$ cat config.mk
export PLATFORM = sky130hd
export DESIGN_NAME = hsv_bbox_tracker
export DESIGN_NICKNAME = d
export VERILOG_FILES = /design/src/rtl/tracker_pkg.sv /design/src/rtl/hsv_range_cmp.sv /design/src/rtl/hsv_bbox_tracker.sv
export SDC_FILE = /design/constraint.sdc
export NUM_CORES = 1
export LEC_CHECK = 0
export BUFFER_PORTS_ARGS = -buffer_cell sky130_fd_sc_hd__buf_4
export CORE_UTILIZATION = 25
export CTS_BUF_LIST = sky130_fd_sc_hd__clkbuf_16
export DETAILED_ROUTE_END_ITERATION = 16
export PLACE_DENSITY_LB_ADDON = 0.1
export SYNTH_ARGS = -nofsm -noshare
export SYNTH_HDL_FRONTEND = slang
export SYNTH_HIERARCHICAL = 1
export SYNTH_SLANG_ARGS = --single-unit
export TNS_END_PERCENT = 10
$ cat constraint.sdc
create_clock -name clk -period 3.2 [get_ports clk]
set_input_delay 0.64 -clock clk [delete_from_list [all_inputs] [get_ports clk]]
set_output_delay 0.64 -clock clk [all_outputs]
set_load 0.005 [all_outputs]
$ cat src/rtl/tracker_pkg.sv
// Shared widths, init values, HSV field positions and types for hsv_bbox_tracker.
package tracker_pkg;

  localparam int COORD_W = 11;
  localparam int CNT_W   = 20;

  localparam logic [COORD_W-1:0] COORD_INIT_MIN = 11'd2047;
  localparam logic [COORD_W-1:0] COORD_INIT_MAX = 11'd0;
  localparam logic [COORD_W-1:0] COORD_SAT      = 11'd2047;
  localparam logic [CNT_W-1:0]   CNT_SAT        = 20'hFFFFF;

  localparam int H_MSB = 23;
  localparam int H_LSB = 16;
  localparam int S_MSB = 15;
  localparam int S_LSB = 8;
  localparam int V_MSB = 7;
  localparam int V_LSB = 0;

  typedef enum logic {
    ST_ARM = 1'b0,
    ST_RUN = 1'b1
  } pub_state_e;

  typedef struct packed {
    logic [COORD_W-1:0] min_x;
    logic [COORD_W-1:0] max_x;
    logic [COORD_W-1:0] min_y;
    logic [COORD_W-1:0] max_y;
    logic [CNT_W-1:0]   cnt;
  } box_t;

  typedef struct packed {
    logic        vs;
    logic        hs;
    logic        clken;
    logic [23:0] rgb;
    logic        mask;
  } strm_t;

  localparam box_t BOX_INIT = '{
    min_x: COORD_INIT_MIN,
    max_x: COORD_INIT_MAX,
    min_y: COORD_INIT_MIN,
    max_y: COORD_INIT_MAX,
    cnt:   20'd0
  };

  localparam strm_t STRM_IDLE = '{
    vs:    1'b0,
    hs:    1'b0,
    clken: 1'b0,
    rgb:   24'h000000,
    mask:  1'b0
  };

  function automatic logic [COORD_W-1:0] coord_inc(input logic [COORD_W-1:0] c);
    logic [COORD_W-1:0] r;
    if (c == COORD_SAT) begin
      r = c;
    end else begin
      r = c + 11'd1;
    end
    return r;
  endfunction

endpackage

$ cat src/rtl/hsv_range_cmp.sv
// Combinational H/S/V window test; a window with h_min > h_max wraps through red.
module hsv_range_cmp
  import tracker_pkg::*;
(
  input  logic [23:0] hsv,
  input  logic [7:0]  h_min,
  input  logic [7:0]  h_max,
  input  logic [7:0]  s_min,
  input  logic [7:0]  v_min,
  output logic        match
);

  logic [7:0] h_val;
  logic [7:0] s_val;
  logic [7:0] v_val;
  logic       hue_ok;

  always_comb begin
    h_val = hsv[H_MSB:H_LSB];
    s_val = hsv[S_MSB:S_LSB];
    v_val = hsv[V_MSB:V_LSB];
    if (h_min <= h_max) begin
      hue_ok = (h_val >= h_min) && (h_val <= h_max);
    end else begin
      hue_ok = (h_val >= h_min) || (h_val <= h_max);
    end
    match = (s_val >= s_min) && (v_val >= v_min) && hue_ok;
  end

endmodule

$ cat src/rtl/hsv_bbox_tracker.sv
// Colour-gated object locator: 2-stage HSV/RGB pass-through plus per-frame bounding box.
// Define HSV_BBOX_OVERLAY_EN to draw the previous frame's box onto post_rgb.
module hsv_bbox_tracker
  import tracker_pkg::*;
#(
  parameter int          IMG_W      = 800,
  parameter int          IMG_H      = 600,
  parameter int          MIN_PIXELS = 64,
  parameter logic [23:0] BOX_RGB    = 24'hFF0000
) (
  input  logic                clk,
  input  logic                rst,
  input  logic                pre_vs,
  input  logic                pre_hs,
  input  logic                pre_clken,
  input  logic [23:0]         hsv,
  input  logic [23:0]         rgb,
  input  logic [7:0]          h_min,
  input  logic [7:0]          h_max,
  input  logic [7:0]          s_min,
  input  logic [7:0]          v_min,
  output logic                post_vs,
  output logic                post_hs,
  output logic                post_clken,
  output logic [23:0]         post_rgb,
  output logic                post_mask,
  output logic [COORD_W-1:0]  bbox_x0,
  output logic [COORD_W-1:0]  bbox_x1,
  output logic [COORD_W-1:0]  bbox_y0,
  output logic [COORD_W-1:0]  bbox_y1,
  output logic [CNT_W-1:0]    bbox_cnt,
  output logic                bbox_found,
  output logic                bbox_valid
);

  localparam logic [COORD_W-1:0] X_LIM   = COORD_W'(IMG_W);
  localparam logic [COORD_W-1:0] Y_LIM   = COORD_W'(IMG_H);
  localparam logic [CNT_W-1:0]   MIN_CNT = CNT_W'(MIN_PIXELS);

  logic               cmp_match;
  logic               vs_rise;
  logic               pix_hit;
  logic [COORD_W-1:0] x_d, x_q, y_d, y_q;
  strm_t              s1_d, s1_q, s2_d, s2_q;
  box_t               acc_d, acc_q, bbox_d, bbox_q;
  pub_state_e         state_d, state_q;
  logic               found_d, found_q, valid_d, valid_q;

  hsv_range_cmp u_cmp (
    .hsv   (hsv),
    .h_min (h_min),
    .h_max (h_max),
    .s_min (s_min),
    .v_min (v_min),
    .match (cmp_match)
  );

  // s1_q.vs / s1_q.clken double as the previous-cycle syncs for edge detection
  always_comb begin
    vs_rise = pre_vs & ~s1_q.vs;
    pix_hit = cmp_match & pre_clken & ~pre_vs & (x_q < X_LIM) & (y_q < Y_LIM);
  end

  // Holding the counters clear for all of vsync keeps a clken edge there from skewing y
  always_comb begin
    x_d = x_q;
    y_d = y_q;
    if (pre_vs) begin
      x_d = {COORD_W{1'b0}};
      y_d = {COORD_W{1'b0}};
    end else if (pre_clken) begin
      x_d = coord_inc(x_q);
    end else if (s1_q.clken) begin
      x_d = {COORD_W{1'b0}};
      y_d = coord_inc(y_q);
    end else begin
      x_d = x_q;
      y_d = y_q;
    end
  end

  always_comb begin
    state_d = state_q;
    acc_d   = acc_q;
    bbox_d  = bbox_q;
    found_d = found_q;
    valid_d = 1'b0;
    if (vs_rise) begin
      acc_d = BOX_INIT;
      case (state_q)
        ST_ARM: state_d = ST_RUN;
        ST_RUN: begin
          bbox_d  = acc_q;
          found_d = (acc_q.cnt >= MIN_CNT);
          valid_d = 1'b1;
        end
        default: state_d = ST_ARM;
      endcase
    end else if (pix_hit) begin
      if (x_q < acc_q.min_x) acc_d.min_x = x_q; else acc_d.min_x = acc_q.min_x;
      if (x_q > acc_q.max_x) acc_d.max_x = x_q; else acc_d.max_x = acc_q.max_x;
      if (y_q < acc_q.min_y) acc_d.min_y = y_q; else acc_d.min_y = acc_q.min_y;
      if (y_q > acc_q.max_y) acc_d.max_y = y_q; else acc_d.max_y = acc_q.max_y;
      if (acc_q.cnt != CNT_SAT) acc_d.cnt = acc_q.cnt + 20'd1; else acc_d.cnt = acc_q.cnt;
    end else begin
      acc_d = acc_q;
    end
  end

  always_comb begin
    s1_d = '{vs: pre_vs, hs: pre_hs, clken: pre_clken, rgb: rgb, mask: pix_hit};
  end

`ifdef HSV_BBOX_OVERLAY_EN
  logic [COORD_W-1:0] s1_x_q, s1_y_q;
  logic               on_col, on_row;

  always_ff @(posedge clk) begin
    if (rst) begin
      s1_x_q <= {COORD_W{1'b0}};
      s1_y_q <= {COORD_W{1'b0}};
    end else begin
      s1_x_q <= x_q;
      s1_y_q <= y_q;
    end
  end

  // Box published at the last vs rise is drawn over the frame that follows it
  always_comb begin
    on_col = ((s1_x_q == bbox_q.min_x) || (s1_x_q == bbox_q.max_x)) &&
             (s1_y_q >= bbox_q.min_y) && (s1_y_q <= bbox_q.max_y);
    on_row = ((s1_y_q == bbox_q.min_y) || (s1_y_q == bbox_q.max_y)) &&
             (s1_x_q >= bbox_q.min_x) && (s1_x_q <= bbox_q.max_x);
    s2_d = s1_q;
    if (found_q && s1_q.clken && !s1_q.vs && (on_col || on_row)) begin
      s2_d.rgb = BOX_RGB;
    end else begin
      s2_d.rgb = s1_q.rgb;
    end
  end
`else
  always_comb begin
    s2_d = s1_q;
  end
`endif

  always_ff @(posedge clk) begin
    if (rst) begin
      x_q     <= {COORD_W{1'b0}};
      y_q     <= {COORD_W{1'b0}};
      s1_q    <= STRM_IDLE;
      s2_q    <= STRM_IDLE;
      acc_q   <= BOX_INIT;
      bbox_q  <= BOX_INIT;
      state_q <= ST_ARM;
      found_q <= 1'b0;
      valid_q <= 1'b0;
    end else begin
      x_q     <= x_d;
      y_q     <= y_d;
      s1_q    <= s1_d;
      s2_q    <= s2_d;
      acc_q   <= acc_d;
      bbox_q  <= bbox_d;
      state_q <= state_d;
      found_q <= found_d;
      valid_q <= valid_d;
    end
  end

  assign post_vs    = s2_q.vs;
  assign post_hs    = s2_q.hs;
  assign post_clken = s2_q.clken;
  assign post_rgb   = s2_q.rgb;
  assign post_mask  = s2_q.mask;
  assign bbox_x0    = bbox_q.min_x;
  assign bbox_x1    = bbox_q.max_x;
  assign bbox_y0    = bbox_q.min_y;
  assign bbox_y1    = bbox_q.max_y;
  assign bbox_cnt   = bbox_q.cnt;
  assign bbox_found = found_q;
  assign bbox_valid = valid_q;

endmodule

==> out/metrics.cfg, run 1 <==
[outcome]
status = finished clean

[timing]
relSlewSlack = 0.349
worst_pin_slew_ns = 0.965
hold_violations = 0
post-route-period-util = 0.908
max_freq_mhz = 344
skew_ns = 0.0297
rsz0062_at_grt = false
drv_slew = 0
finalSetupTns_ns = 0
fin_crit_ns = 2.90
final-setup-viol-count = 0

[drt]
wl_per_cell_um = 14.3
ant_nets = 0
drt_first_pass_iters = 4
dr_total_vias = 8236
drc = 0
drtIter0Drc = 245
wl_mm = 26.7
via_per_inst = 4.39

[finish]
final_util = 0.330
fillCellCount = 4098
fin_nets = 1508
syn2layout_area_growth_pct = 30.4
n_antenna_cell = 0
drive_gt1_frac = 0.203

[clock_network]
cts_tree = done
cts-root-buf = clkbuf_16
clk_latency_ns = 0.55
post_cts_resized = 0
post_cts_buffers = 0
cts_buffer_depth = 3
cts_hold_buf = 0
cts_buffers = 27
path_clk_slew_ns = 0.06
htree_levels = 1
clock-sinks = 209

[worst_setup_path]
path_delay_family = simple AND/OR/NAND/NOR gates
cp_max_fo = 13
start_kind = input pin
path_class = in2reg
r2r_slack_ns = 0.82
slowest_stage = or3_1
cp.required_ns = 3.65
crit_path_max_incr_delay_ns = 0.58
crit_arrival_ns = 3.36
end_kind = flip-flop
path_buf_inv = 3
path_cells = buf_4 > inv_1 > ha_1 > nand4_1 > nand2b_1 > o22ai_1 > o211ai_2 > a21oi_1 > buf_4 > o211ai_4 > or3_1 > or4_1 > a21oi_1

[synthesis]
synth_top_cell_by_area = dfxtp_1
synth_commonest_cells = nand2_1 (213), dfxtp_1 (209), a21oi_1 (91), ha_1 (86), nor2_1 (81)
synth-seq-area-share = 0.428
synth_cells = 1149
yosysWarnings = 6
yosysMostFrequentCell = nand2_1
ys.flop_type = dfxtp_1
yosysTopAreaCellShare = 0.428
ys_async_sr_fraction = 0
synth_area_sq_um = 9780
synth_area_per_cell_sq_um = 8.51
synth_cell_types = 57
synth.top_cells.by_area = dfxtp_1 (43%), ha_1 (11%), nand2_1 (8.2%), a21oi_1 (4.7%), mux2i_1 (4.1%)
ys_seq_elements = 209
synth_nets = 1320
synth_edf_count = 0

[power_and_ir_drop]
p_clk_frac = 0.485
vdd_drop_max_v = 0.000319
p_per_area_nw_per_um2 = 479
leakagePower_nw = 5.46
combPwrFrac = 0.077
intPower_w = 0.00466
power_switching_share = 0.238
seqPwrFrac = 0.439
p_sw_w = 0.00145

[global_routing]
grt-ovfl-total = 0
grt_usage = 0.133
grt_pass1_vias = 8174
antenna_found_initial = 0
grt_pass1_wl_mm = 42.7
grt_max_degree = 72

[floorplan]
initial_core_util = 0.253
core_area_sq_um = 38600
die-area_sq_um = 39900
pin_count = 179
die_x_um = 200
die_h_um = 200
num_rows = 72

[placement]
io_buffer_count = 178
hpwlAfterDp_mm = 19.3
gp_congestion = 0.765

[job]
cap_violations = 0

[worst_hold_path]
hold_class = in2reg

==> registers in the layout, indices dropped and copies added, names as in the netlist <==
signal      cells
bbox_y0        11
post_clken      1
bbox_x0        11
bbox_cnt       20
bbox_y1        11
post_mask       1
post_vs         1
state_q         1
post_hs         1
x_q            11
bbox_valid      1
post_rgb       24
bbox_found      1
y_q            11
s1_q           28
acc_q          64
bbox_x1        11
==> through the flow <==
step	setup WS (ns)	hold slack [ns]	std cells	cell area (sq um)	power, W
final	0.296	0.296	1875	12700	0.00611
after CTS	0.291	0.268	1875	12700	0.00624
after global placement	-0.231	0.417	1826	11900	0.00321
after floorplan	0.114	0.414	1149	9780	0.00298
after global routing	0.0713	0.278	1875	12700	0.00640
after detailed placement	-0.268	0.422	1826	11900	0.00321
==> placed cells by master, fill, tap and decap left out, types with 4 or more instances in the layout <==
cell type | Yosys | routed
a21o_1 | 6 | 6
nand4_1 | 23 | 23
or4_1 | 15 | 15
o21a_1 | 4 | 4
a211oi_1 | 6 | 5
nand3_1 | 22 | 22
dfxtp_1 | 209 | 209
xnor2_1 | 7 | 7
nor2b_1 | 59 | 59
xor2_1 | 7 | 7
o21ai_0 | 23 | 23
buf_12 | 0 | 4
mux2i_1 | 40 | 40
and3_1 | 5 | 5
a21oi_1 | 91 | 91
nor4_1 | 7 | 7
nor2_1 | 81 | 80
nor3_1 | 13 | 13
ha_1 | 86 | 86
nand2_1 | 213 | 212
o31ai_1 | 13 | 13
buf_4 | 1 | 215
nand3b_1 | 23 | 23
inv_1 | 77 | 83
and2_1 | 6 | 5
clkinvlp_4 | 0 | 4
or3_1 | 5 | 5
clkbuf_16 | 0 | 27
or2_2 | 4 | 4
o211ai_1 | 10 | 10
clkinv_1 | 0 | 5
==> power by group through the flow <==
stage          clock network (W)  registers (W)  logic, W
2_1_floorplan                  0        0.00273  0.000247
3_3_place_gp                   0        0.00273  0.000478
3_5_place_dp                   0        0.00273  0.000479
4_1_cts                  0.00308        0.00268  0.000482
5_1_grt                  0.00318        0.00268  0.000534
6_report                 0.00296        0.00268  0.000469
==> cells by family (layout without fill, tap and decap cells) <==
kind of cell	after synthesis	in the layout	share of synthesized area
buffers and inverters	137	345	0.0545
flip-flops	209	209	0.428
XOR/XNOR	14	14	0.0125
AO/OA/AOI/OAI	176	176	0.112
multiplexers	40	40	0.0410
adder cells (fa/ha/maj)	86	86	0.110
AND/OR/NAND/NOR	487	487	0.242
==> routing by layer <==
metal,global-route usage,wire length [um],vias to the layer above
met5,0,0,-
met4,0.0336,571,0
met3,0.0276,1280,39
met2,0.209,11500,139
met1,0.184,13300,3773
li1,-,-,4285
==> worst paths after layout <==
kind             from            to  depth (start not counted)
max          h_max[7]     acc_q[10]                         13
max reg2reg   y_q[10]     acc_q[10]                          5
min           rgb[21]      s1_q[22]                          2
min reg2reg  s1_q[17]  post_rgb[16]                          1
==> area by class of cell <==
type	instances	area [sq um]	share of cell area
Timing Repair Buffer	219	1690	0.133
Inverter	77	289	0.0227
Sequential cell	209	4180	0.328
Multi-Input combinational cell	803	5070	0.398
Clock buffer	27	676	0.0530
Tap cell	518	648	0.0508
Clock inverter	22	185	0.0145
No activity file was read; power rests on OpenSTA's default activity.
==> inputs of run 2 (changes only) <==
- ABC_AREA: unset -> 1
==> run 2 against run 1 <==
  * Die area increased by 3.0%
  * Clock-buffer cell count unchanged
  * Total power decreased by 0.45%
  * Cell count increased by 12%
  * Flip-flop and latch count unchanged
  * Via count increased by 7.7%
  * Sequential power increased by 2%
  * Utilization decreased by 0.76 points
  * Global-route usage increased by 0.31 points
==> out/metrics.cfg, run 2 <==
[synthesis]
synth_nets = 1552  ; +18%
synth_top_cell_by_area = dfxtp_1
synth.top_cells.by_area = dfxtp_1 (42%), ha_1 (11%), nand2_1 (11%), inv_1 (7.5%), nor2_1 (6.9%)
ys_async_sr_fraction = 0  ; unchanged
synth_cells = 1381  ; +20%
synth_edf_count = 0  ; unchanged
synth_cell_types = 33  ; -42%
yosysTopAreaCellShare = 0.415  ; -0.0126
yosysWarnings = 6  ; unchanged
ys.flop_type = dfxtp_1
synth_area_sq_um = 10100  ; +3.0%
synth_commonest_cells = nand2_1 (283), dfxtp_1 (209), inv_1 (200), nor2_1 (186), a21oi_1 (110)
synth_area_per_cell_sq_um = 7.29  ; -14%
yosysMostFrequentCell = nand2_1
synth-seq-area-share = 0.415  ; -0.0126
ys_seq_elements = 209  ; unchanged

[timing]
post-route-period-util = 0.748  ; -0.160
fin_crit_ns = 2.39  ; -0.511 ns
skew_ns = 0.0106  ; -0.0191 ns
relSlewSlack = 0.269  ; -0.0797
drv_slew = 0  ; unchanged
final-setup-viol-count = 0  ; unchanged
finalSetupTns_ns = 0  ; unchanged
worst_pin_slew_ns = 1.10  ; +0.132 ns
hold_slack_ns = 0.297  ; +0.00175 ns
max_freq_mhz = 418  ; +21%
rsz0062_at_grt = false
timing.final.ws_setup_ns = 0.807  ; +0.511 ns
hold_violations = 0  ; unchanged

[worst_setup_path]
cp_max_fo = 21  ; +8
crit_path_max_incr_delay_ns = 0.62  ; +0.04 ns
r2r_slack_ns = 0.81  ; about the same
crit_arrival_ns = 2.87  ; -0.49 ns
end_kind = flip-flop
cp.required_ns = 3.68  ; +0.03 ns
crit_top_cell = nand2_1
path_class = reg2reg
slowest_stage = nand3_1
path_cells = buf_4 > ha_1 > nand2_1 > nor2_1 > and2_1 > nand2_1 > nand3_1 > nand3_1 > nand2_1 > nor2_1
start_kind = flip-flop

[drt]
wl_mm = 27.6  ; +3.1%
drt_first_pass_iters = 6  ; +2
ant_nets = 0  ; unchanged
dr_total_vias = 8870  ; +7.7%
via_per_inst = 4.23  ; -3.6%
drtIter0Drc = 344  ; +40%
wl_per_cell_um = 13.2  ; -7.7%
drc = 0  ; unchanged

[clock_network]
cts_hold_buf = 0  ; unchanged
htree_levels = 1  ; unchanged
clock-sinks = 209  ; unchanged
path_clk_slew_ns = 0.05  ; about the same
clk_latency_ns = 0.54  ; about the same
cts_buffers = 27  ; unchanged
cts_tree = done
post_cts_buffers = 0  ; unchanged
cts_buffer_depth = 3  ; unchanged
cts-root-buf = clkbuf_16
post_cts_resized = 0  ; unchanged

[floorplan]
die-area_sq_um = 41100  ; +3.0%
initial_core_util = 0.254  ; +0.000557
core_area_sq_um = 39700  ; +2.8%
die_h_um = 203  ; +1.5%
die_x_um = 203  ; +1.5%
num_rows = 73  ; +1.4%
pin_count = 179  ; unchanged

[power_and_ir_drop]
vdd_drop_max_v = 0.000337  ; +5.8%
leakagePower_nw = 6.26  ; +15%
p_per_area_nw_per_um2 = 475  ; -0.90%

[finish]
syn2layout_area_growth_pct = 27.1
fin_nets = 1723  ; +14%
final_util = 0.322  ; -0.00756
layout_common_cells = nand2_1 (283), dfxtp_1 (209), inv_1 (207)
n_antenna_cell = 0  ; unchanged
drive_gt1_frac = 0.164  ; -0.0390
largest_reg_flops = 64  ; unchanged
final_common_cell = nand2_1
largest_register = acc_q

[global_routing]
grt_max_degree = 74  ; +2.8%
grt_usage = 0.136  ; +0.00314
grt-ovfl-total = 0  ; unchanged
grt_pass1_wl_mm = 45.4  ; +6.4%
antenna_found_initial = 1  ; +1
grt_pass1_vias = 8748  ; +7.0%

[placement]
post-place-ws_ns = 0.238  ; +0.506 ns
io_buffer_count = 178  ; unchanged
hpwlAfterDp_mm = 19.8  ; +2.6%
gp_congestion = 0.785  ; +2.6%

[job]
cap_violations = 0  ; unchanged

[worst_hold_path]
hold_class = in2reg

[outcome]
status = finished clean

==> run 2: changes by cell type in the layout (fill, tap and decap cells not counted), sizes merged, moves of 21 or more <==
cell    change
nand3      +71
buf        -21
a21oi      +22
o21ai      +37
nor2b      -59
mux2i      -40
inv       +129
nand3b     -23
nor2      +115
nand2      +75
==> run 2: cell type report <==
class                   instances  area (sq um)
repair buffers                198          1520
clock buffers                  27           676
inverters                     206           776
clock inverters                20           136
flip-flops and latches        209          4180
well taps                     525           657
fillers                      4366         26900
multi-input cells             910          4850
==> run 2: metrics by stage <==
step           power, W  cell area (sq um)  instances
3_3_place_gp    0.00334              12000       2048
4_1_cts         0.00622              12800       2095
2_1_floorplan   0.00306              10100       1381
3_5_place_dp    0.00334              12000       2048
6_report        0.00608              12800       2095
5_1_grt         0.00641              12800       2095
==> run 2: path summary, 6_finish.rpt <==
kind	start	cells after the start	endpoint
max	x_q[8]	10	acc_q[48]
min	rgb[3]	3	s1_q[4]
max reg2reg	x_q[8]	10	acc_q[48]
min reg2reg	s1_q[24]	2	post_rgb[23]
==> run 2: cells by family (layout without fill, tap and decap cells) <==
family	Yosys count	after routing	share of synthesized area
and+or+nand+nor	605	605	0.250
buffers and inverters	262	451	0.104
DFF	209	209	0.415
AOI/OAI and AO/OA	201	201	0.108
adders and majority gates	86	86	0.107
xor gates and xnor gates	18	18	0.0157
==> run 2: where the power goes <==
part / internal, W / switching (W) / total, W
registers: 0.00269 / 0.0000383 / 0.00273
clock network: 0.00167 / 0.00114 / 0.00281
logic: 0.000253 / 0.000291 / 0.000543
==> run 2: metal layers <==
metal  vias to the layer above  wire [um]  track usage
li1                       4732          -            -
met1                      3931      13100        0.178
met2                       165      12300        0.221
met3                        40       1600       0.0347
met4                         2        611       0.0349
met5                         -         10            0
==> run 2: critical path: cells and delay by family, from the launching register on <==
kind,cells,cell delay [ns]
fa+ha+maj,1,0.24
flops,1,0.49
simple gates,8,1.40
buf+inv,1,0.19
